==> config.mk <==
export PLATFORM = sky130hd
export DESIGN_NAME = halfword_insn_buffer
export DESIGN_NICKNAME = d
export VERILOG_FILES = /design/src/rtl/halfword_insn_buffer_pkg.sv /design/src/rtl/halfword_insn_buffer_storage.sv /design/src/rtl/halfword_insn_buffer.sv
export SDC_FILE = /design/constraint.sdc
export NUM_CORES = 1
export LEC_CHECK = 0
export CELL_PAD_IN_SITES_DETAIL_PLACEMENT = 0
export CELL_PAD_IN_SITES_GLOBAL_PLACEMENT = 1
export CORE_ASPECT_RATIO = 0.75
export CORE_MARGIN = 10
export CORE_UTILIZATION = 50
export CTS_BUF_LIST = sky130_fd_sc_hd__clkbuf_4 sky130_fd_sc_hd__clkbuf_8
export DETAILED_ROUTE_END_ITERATION = 6
export PLACE_DENSITY_LB_ADDON = 0.2
export REMOVE_ABC_BUFFERS = 1
export SYNTH_ARGS = -nofsm -noshare
export SYNTH_HDL_FRONTEND = slang
export SYNTH_SLANG_ARGS = --single-unit
export TNS_END_PERCENT = 5
==> constraint.sdc <==
create_clock -name clk -period 6.9 [get_ports clk]
set_input_delay 0.69 -clock clk [delete_from_list [all_inputs] [get_ports clk]]
set_output_delay 0.69 -clock clk [all_outputs]
set_load 0.02 [all_outputs]
==> src/rtl/halfword_insn_buffer_pkg.sv <==
// ==== halfword_insn_buffer_pkg : shared types for the halfword instruction buffer ====
// ==== rev 1.0 ====
`default_nettype none

package halfword_insn_buffer_pkg;

  localparam int INSN_BUFFER_ENTRY_COUNT = 8;
  localparam int INSN_BUFFER_FETCH_WIDTH = 2;

  typedef struct packed {
    logic [31:0] pc;
    logic [15:0] insn;
    logic        fault;
    logic        interruptValid;
    logic [3:0]  interruptCode;
  } InsnBufferEntry;

  localparam int INSN_BUFFER_ENTRY_WIDTH = $bits(InsnBufferEntry);

  typedef struct packed {
    logic [31:0] pc;
    logic [31:0] insn;
    logic        compressed;
    logic        fault;
    logic        interruptValid;
    logic [3:0]  interruptCode;
  } InsnBufferOutput;

  function automatic logic is_compressed(input logic [15:0] hw);
    return hw[1:0] != 2'b11;
  endfunction

endpackage

`default_nettype wire

==> src/rtl/halfword_insn_buffer_storage.sv <==
// ==== halfword_insn_buffer_storage : halfword register array, FETCH_WIDTH writes, 2 reads ====
// ==== rev 1.0 ====
`default_nettype none

module halfword_insn_buffer_storage
  import halfword_insn_buffer_pkg::*;
#(
  parameter int ENTRY_COUNT = INSN_BUFFER_ENTRY_COUNT,
  parameter int FETCH_WIDTH = INSN_BUFFER_FETCH_WIDTH
) (
  input  logic                             clk,
  input  logic [FETCH_WIDTH-1:0]           wr_en,
  input  logic [$clog2(ENTRY_COUNT)-1:0]   wr_base,
  input  InsnBufferEntry [FETCH_WIDTH-1:0] wr_data,
  input  logic [$clog2(ENTRY_COUNT)-1:0]   rd_addr,
  output InsnBufferEntry                   rd_data0,
  output InsnBufferEntry                   rd_data1
);

  localparam int AW = $clog2(ENTRY_COUNT);

  InsnBufferEntry mem [ENTRY_COUNT];

  // Lanes land on consecutive slots; the power-of-two depth makes the wrap free.
  always_ff @(posedge clk) begin
    for (int i = 0; i < FETCH_WIDTH; i++) begin
      if (wr_en[i]) begin
        mem[wr_base + AW'(i)] <= wr_data[i];
      end
    end
  end

  assign rd_data0 = mem[rd_addr];
  assign rd_data1 = mem[rd_addr + AW'(1)];

endmodule

`default_nettype wire

==> src/rtl/halfword_insn_buffer.sv <==
// ==== halfword_insn_buffer : circular halfword queue emitting one RV32C-aware insn per cycle ====
// ==== rev 1.0 ====
`default_nettype none

module halfword_insn_buffer
  import halfword_insn_buffer_pkg::*;
#(
  parameter int ENTRY_COUNT = INSN_BUFFER_ENTRY_COUNT,
  parameter int FETCH_WIDTH = INSN_BUFFER_FETCH_WIDTH
) (
  input  logic                                         clk,
  input  logic                                         rst,
  input  logic                                         flush,
  output logic                                         enqReady,
  input  logic [FETCH_WIDTH-1:0]                       enqValid,
  input  logic [FETCH_WIDTH*INSN_BUFFER_ENTRY_WIDTH-1:0] enqEntry,
  input  logic                                         deqReady,
  output logic                                         deqValid,
  output logic [31:0]                                  deqPc,
  output logic [31:0]                                  deqInsn,
  output logic                                         deqCompressed,
  output logic                                         deqFault,
  output logic                                         deqInterruptValid,
  output logic [3:0]                                   deqInterruptCode,
  output logic [$clog2(ENTRY_COUNT):0]                 count
);

  localparam int AW = $clog2(ENTRY_COUNT);
  localparam int CW = AW + 1;
  localparam int EW = INSN_BUFFER_ENTRY_WIDTH;
  localparam logic [CW-1:0] EC_CNT = CW'(ENTRY_COUNT);
  localparam logic [CW-1:0] FW_CNT = CW'(FETCH_WIDTH);

  logic [AW-1:0]                    head;
  logic [AW-1:0]                    tail;
  InsnBufferEntry [FETCH_WIDTH-1:0] lane_entry;
  InsnBufferEntry                   hw0;
  InsnBufferEntry                   hw1;
  logic [CW-1:0]                    n_enq;
  logic [CW-1:0]                    deq_size;
  logic [FETCH_WIDTH-1:0]           wr_en;
  logic                             pair;
  logic                             enq_fire;
  logic                             deq_fire;
  InsnBufferOutput                  deq_out;
  logic                             unused_hw1_pc;

  generate
    for (genvar i = 0; i < FETCH_WIDTH; i++) begin : g_lane
      assign lane_entry[i] = enqEntry[i*EW +: EW];
    end
  endgenerate

  always_comb begin
    n_enq = '0;
    for (int i = 0; i < FETCH_WIDTH; i++) begin
      n_enq = n_enq + CW'(enqValid[i]);
    end
  end

  // Free-slot check deliberately ignores any same-cycle dequeue.
  assign enqReady = (EC_CNT - count) >= FW_CNT;
  assign enq_fire = enqReady && (|enqValid);
  assign wr_en    = enqValid & {FETCH_WIDTH{enq_fire && !flush && !rst}};

  halfword_insn_buffer_storage #(
    .ENTRY_COUNT (ENTRY_COUNT),
    .FETCH_WIDTH (FETCH_WIDTH)
  ) u_storage (
    .clk      (clk),
    .wr_en    (wr_en),
    .wr_base  (tail),
    .wr_data  (lane_entry),
    .rd_addr  (head),
    .rd_data0 (hw0),
    .rd_data1 (hw1)
  );

  // A tagged lower half is handed over alone so the fault/interrupt is not delayed.
  assign pair     = !is_compressed(hw0.insn) && !hw0.fault && !hw0.interruptValid;
  assign deq_size = pair ? CW'(2) : CW'(1);
  assign deqValid = count >= deq_size;
  assign deq_fire = deqValid && deqReady;

  always_comb begin
    deq_out = '0;
    if (deqValid) begin
      deq_out.pc             = hw0.pc;
      deq_out.compressed     = is_compressed(hw0.insn);
      deq_out.insn           = pair ? {hw1.insn, hw0.insn} : {16'h0000, hw0.insn};
      deq_out.fault          = hw0.fault | (pair & hw1.fault);
      deq_out.interruptValid = hw0.interruptValid | (pair & hw1.interruptValid);
      if (hw0.interruptValid) begin
        deq_out.interruptCode = hw0.interruptCode;
      end else if (pair && hw1.interruptValid) begin
        deq_out.interruptCode = hw1.interruptCode;
      end
    end
  end

  assign deqPc             = deq_out.pc;
  assign deqInsn           = deq_out.insn;
  assign deqCompressed     = deq_out.compressed;
  assign deqFault          = deq_out.fault;
  assign deqInterruptValid = deq_out.interruptValid;
  assign deqInterruptCode  = deq_out.interruptCode;
  assign unused_hw1_pc     = ^hw1.pc;

  always_ff @(posedge clk) begin
    if (rst || flush) begin
      head  <= '0;
      tail  <= '0;
      count <= '0;
    end else begin
      if (enq_fire) begin
        tail <= tail + n_enq[AW-1:0];
      end
      if (deq_fire) begin
        head <= head + deq_size[AW-1:0];
      end
      count <= count + (enq_fire ? n_enq : '0) - (deq_fire ? deq_size : '0);
    end
  end

  always_ff @(posedge clk) begin
    if (!rst) begin
      assert (count <= EC_CNT);
      if (|enqValid) begin
        assert ((enqValid & (enqValid + FETCH_WIDTH'(1))) == '0);
      end
      if (enq_fire) begin
        assert ((count + n_enq) <= EC_CNT);
      end
    end
  end

endmodule

`default_nettype wire

After elaboration in Yosys (flattened, before gate mapping). Memories as Yosys holds them, arrays and structs flattened. A register that Yosys moved wholly into a read port is not among the register bits. Cells that the tools add are included.

Reductions and logical operators: 14. Order comparisons: 2. Mux-type cells: 13. Add/subtract/negate cells: 8. Equal/unequal tests: 1. Bitwise gates (word level): 5.

Operators by type and width (number): $mux W71 (1); $mux W32 (1); $mux W4 (2); $logic_and A1 B1 Y1 (7); $add A3 B1 Y3 const B (2); $add A3 B2 Y3 (2); $mux W2 (3); $mux W3 (2); $logic_not A1 Y1 (5); $add A4 B2 Y4 (1); $ge A4 B2 Y1 (1); $ge A4 B2 Y1 const B (1); $mux W1 (4); $sub A4 B2 Y4 (1); $sub A4 B4 Y4 const A (1); $add A1 B1 Y2 (1); $and A1 B1 Y1 (2); $and A2 B2 Y2 (1); $ne A2 B2 Y1 const B (1); $or A1 B1 Y1 (2); $reduce_or A2 Y1 (1); $logic_or A1 B1 Y1 (1).

RAM bits: 432. Output and inout bits: 77. Memories: 1. Input port bits: 114. Flip-flop bits (word level): 10.

Memory list: u_storage.mem (depth 8, width 54, read ports 2, clocked after memory_dff 1, write ports 2, RTL line halfword_insn_buffer_storage.sv:22) `InsnBufferEntry mem [ENTRY_COUNT];`.

Longest topological paths before layout.
Depth in word-level cells: 9. Gate-level depth with buffers: 20.

Cells and area by module. From an unflattened synthesis, not the netlist that was laid out.

Cell total of the unflattened synthesis: 1875. Area total of the unflattened synthesis: 26812.0 um^2.

Modules (own cells, without submodules): halfword_insn_buffer_storage (area each 25463.2 um^2, sequential area each 12972.4 um^2, cells an instance 1697, instances 1); halfword_insn_buffer (area each 1348.8 um^2, sequential area each 200.2 um^2, cells an instance 178, instances 1).

Least setup slack after synthesis. OpenSTA, ideal clock, no wires.

Path type: register to register. From: register count[1]. To: memory u_storage.mem[6][0] (netlist name) (enable). Data required time: 6360 ps. Data arrival time: 5393 ps. Setup time: 540 ps. Stages on the path, launching flop included: 7. Path buffers: 0. Slack: 967 ps. Period minus slack after synthesis: 5933 ps. Cell sequence: dfxtp_1 > inv_1 > ha_1 > xor2_1 > a41oi_4 > nand4b_1 > o21ai_0.

RTL lines: from (decl) (RTL line halfword_insn_buffer.sv:25) `output logic [$clog2(ENTRY_COUNT):0] count`; from (signal assigned) (RTL line halfword_insn_buffer.sv:121) `count <= count + (enq_fire ? n_enq : '0) - (deq_fire ? deq_size : '0);`; to (decl) (RTL line halfword_insn_buffer_storage.sv:22).

==> results.ini <==
[outcome]
status=completed

[synth]
synth_cell_type_count=43
synth_edf_count=432
synth_most_common_cell=edfxtp_1
synth_area_leaders=edfxtp_1, mux2_2, mux4_2, mux2i_1, dfxtp_1
ys_seq_area_share_pct=55.1
synth_async_sr_flop_share_pct=0
synth-warning-count=0
syn-mean-instance-area_um2=16.9
synth-seq-cells=445
synth_top_flop_cell=edfxtp_1
synth_area_um2=24000
yosys.area.top_type_share_pct=54.0
synth_commonest_cells=edfxtp_1, mux2_2, mux4_2
synth_area_leader_cell=edfxtp_1
syn_inst=1418

[route]
ant_nets=0
met2_length_um=32100
detail_route.wl_per_cell_um=28.4
drt_iter0_markers=1111
via_count=14300
top_layer=met5
drt-total-wl_um=65800
drt_pass1_iterations=5
routed_via_density=6.16
route.detailed.drc=0
drt-met1-wl_um=27500
dr_wl_met3_um=4980

[floorplanning]
rows=69
die_area_um2=57300
ioPinCount=191
start_util_pct=50.7
core-area_um2=47400
die_w_um=273
dieHeight_um=210

[timing]
period_share_pct=85.2
setup_viol=0
max_clock_freq_mhz=170
min_period_ns=5.88
slew_violations=0
layout_setup_ws_ns=1.02
relSlewSlack_pct=23.2
hold_viol_final=0
setup_tns_ns=0
worst_slew_pin_slew_ns=1.15
rsz0062_at_grt=no
clock_skew_ns=0.0279

[power]
cellPowerDensity_nw_per_um2=306
p_total_mw=8.55
vdd_ir_drop_max_v=0.000192
leakage_nw=8.91

[grt]
antenna_found_initial=6
grt.overflow.total=0
grt_usage_pct=22.8
grt_pass1_vias=15100
grt_pass1_wl_um=97600
grt_max_degree=71

[placement]
place_ws_ns=1.71
dpl_cell_area_um2=26500
gp_congestion=0.790
portBuffers=190
hpwl_um=36600

[worst_setup_path]
worstPathMaxFanout=37
arrival_ns=5.19
cp_common_cell=a21oi_1
cp_slowest_cell=dfxtp_4
required_ns=6.21
cp-start-kind=register
crit_type=reg -> out
end_kind=output port
slowest_delay_ns=0.77
crit_chain=mux4_2 > mux2_2 > nor2_1 > nand2_1 > ha_1 > nand2b_1 > a21oi_1 > o21a_2 > inv_1 > nand3_1 > a21oi_1 > clkdlybuf4s50_1

[worst_hold_path]
hold_class=reg -> reg
hold_start=tail[1]

[finish]
fin_util_pct=59.0
layout.nets=1753
design_area_um2=28000
area_delta_synth_final_pct=16.5
fillCellCount=3593
drive_above_1_share_pct=44.1

[cts]
cts-root-buf=clkbuf_8
cts-buffers-inserted=76
post_cts_resized=0
post_cts_buffers=0
hold_buffers=0
clkSinkCount=445
cts.clk_slew.worst_paths_ns=0.07
h-tree-depth=3
cts_tree=done
clock_latency_ns=0.64
clockBufferDepth=3

[job]
cap_violations=0

==> registers in the layout (all words and copies together) (netlist names), named ones only <==
| name | count |
|---|---|
| tail | 3 |
| u_storage.mem | 432 |
| count | 4 |
| head | 3 |
==> area by class of cell <==
cell class                      count  area (um2)  share of cell area (%)
Tap cell                          639         800                    2.86
Timing Repair Buffer              220        2130                    7.60
Sequential cell                   445       13200                    47.3
Inverter                           19        71.3                   0.255
Clock inverter                     30         159                   0.568
Clock buffer                      104        1290                    4.60
Multi-Input combinational cell    857       10300                    36.7
Antenna cell                        5        12.5                  0.0447
==> logic make-up (layout without fill, tap and decap cells) <==
group / count (synthesis) / in the layout / synth area share, %
compound gates: 45 / 45 / 1.23
xor+xnor: 8 / 8 / 0.292
fa+ha+maj: 20 / 20 / 1.17
buf+inv: 116 / 373 / 2.58
flops: 445 / 445 / 55.1
mux: 640 / 640 / 36.8
other cells: 0 / 5 / 0
simple gates: 144 / 144 / 2.80
==> worst paths after layout <==
path | slack [ns] | depth (start not counted) | end
setup / recovery | 1.02 | 12 | deqInsn[17]
hold / removal | 0.61 | 2 | tail[1]
setup reg to reg | 1.86 | 17 | count[3]
hold reg to reg | 0.61 | 2 | tail[1]
==> stage by stage <==
step,std cells,hold slack (ns)
final,2319,0.611
after detailed placement,2180,0.588
after CTS,2314,0.609
after global placement,2180,0.572
after global routing,2314,0.638
after floorplan,1321,0.504
==> critical path: cells and delay by family (launching register included) <==
family	cells	cell delay (ns)
buf+inv	2	0.82
fa+ha+maj	1	0.33
flops	1	0.77
simple gates	4	1.05
mux	2	0.91
compound gates	3	0.66
==> power breakdown <==
part | internal [mW] | total [mW] | switching, mW
combinational | 1.40 | 3.01 | 1.61
clock | 1.24 | 2.32 | 1.08
sequential | 3.12 | 3.23 | 0.103
==> metal layers <==
layer	GRT usage [%]	vias up
met2	37.8	543
met1	29.6	7491
met3	5.56	104
met5	0	-
li1	-	6148
met4	6.05	4
==> cells in the final DEF, fill, tap and decap left out, drive strengths merged, types with 2 or more instances in the layout <==
cell type	synthesis	routed
ha	16	16
a211oi	5	5
a21oi	21	21
edfxtp	432	432
o31ai	2	2
mux2	435	435
nand2b	3	3
a311oi	5	5
nand3	3	3
clkinv	0	28
o21ai	6	6
diode	0	5
clkbuf	33	104
xor2	3	3
fa	4	4
dfxtp	13	13
or2	3	3
xnor2	5	5
inv	19	19
nor2b	5	5
mux4	151	151
mux2i	54	54
and2	3	3
nor3	7	7
buf	64	30
clkdlybuf4s50	0	190
nand4	2	2
nand2	49	49
o21bai	2	2
nor2	63	63
or4	2	2
Power figures use the tool's default switching activity.
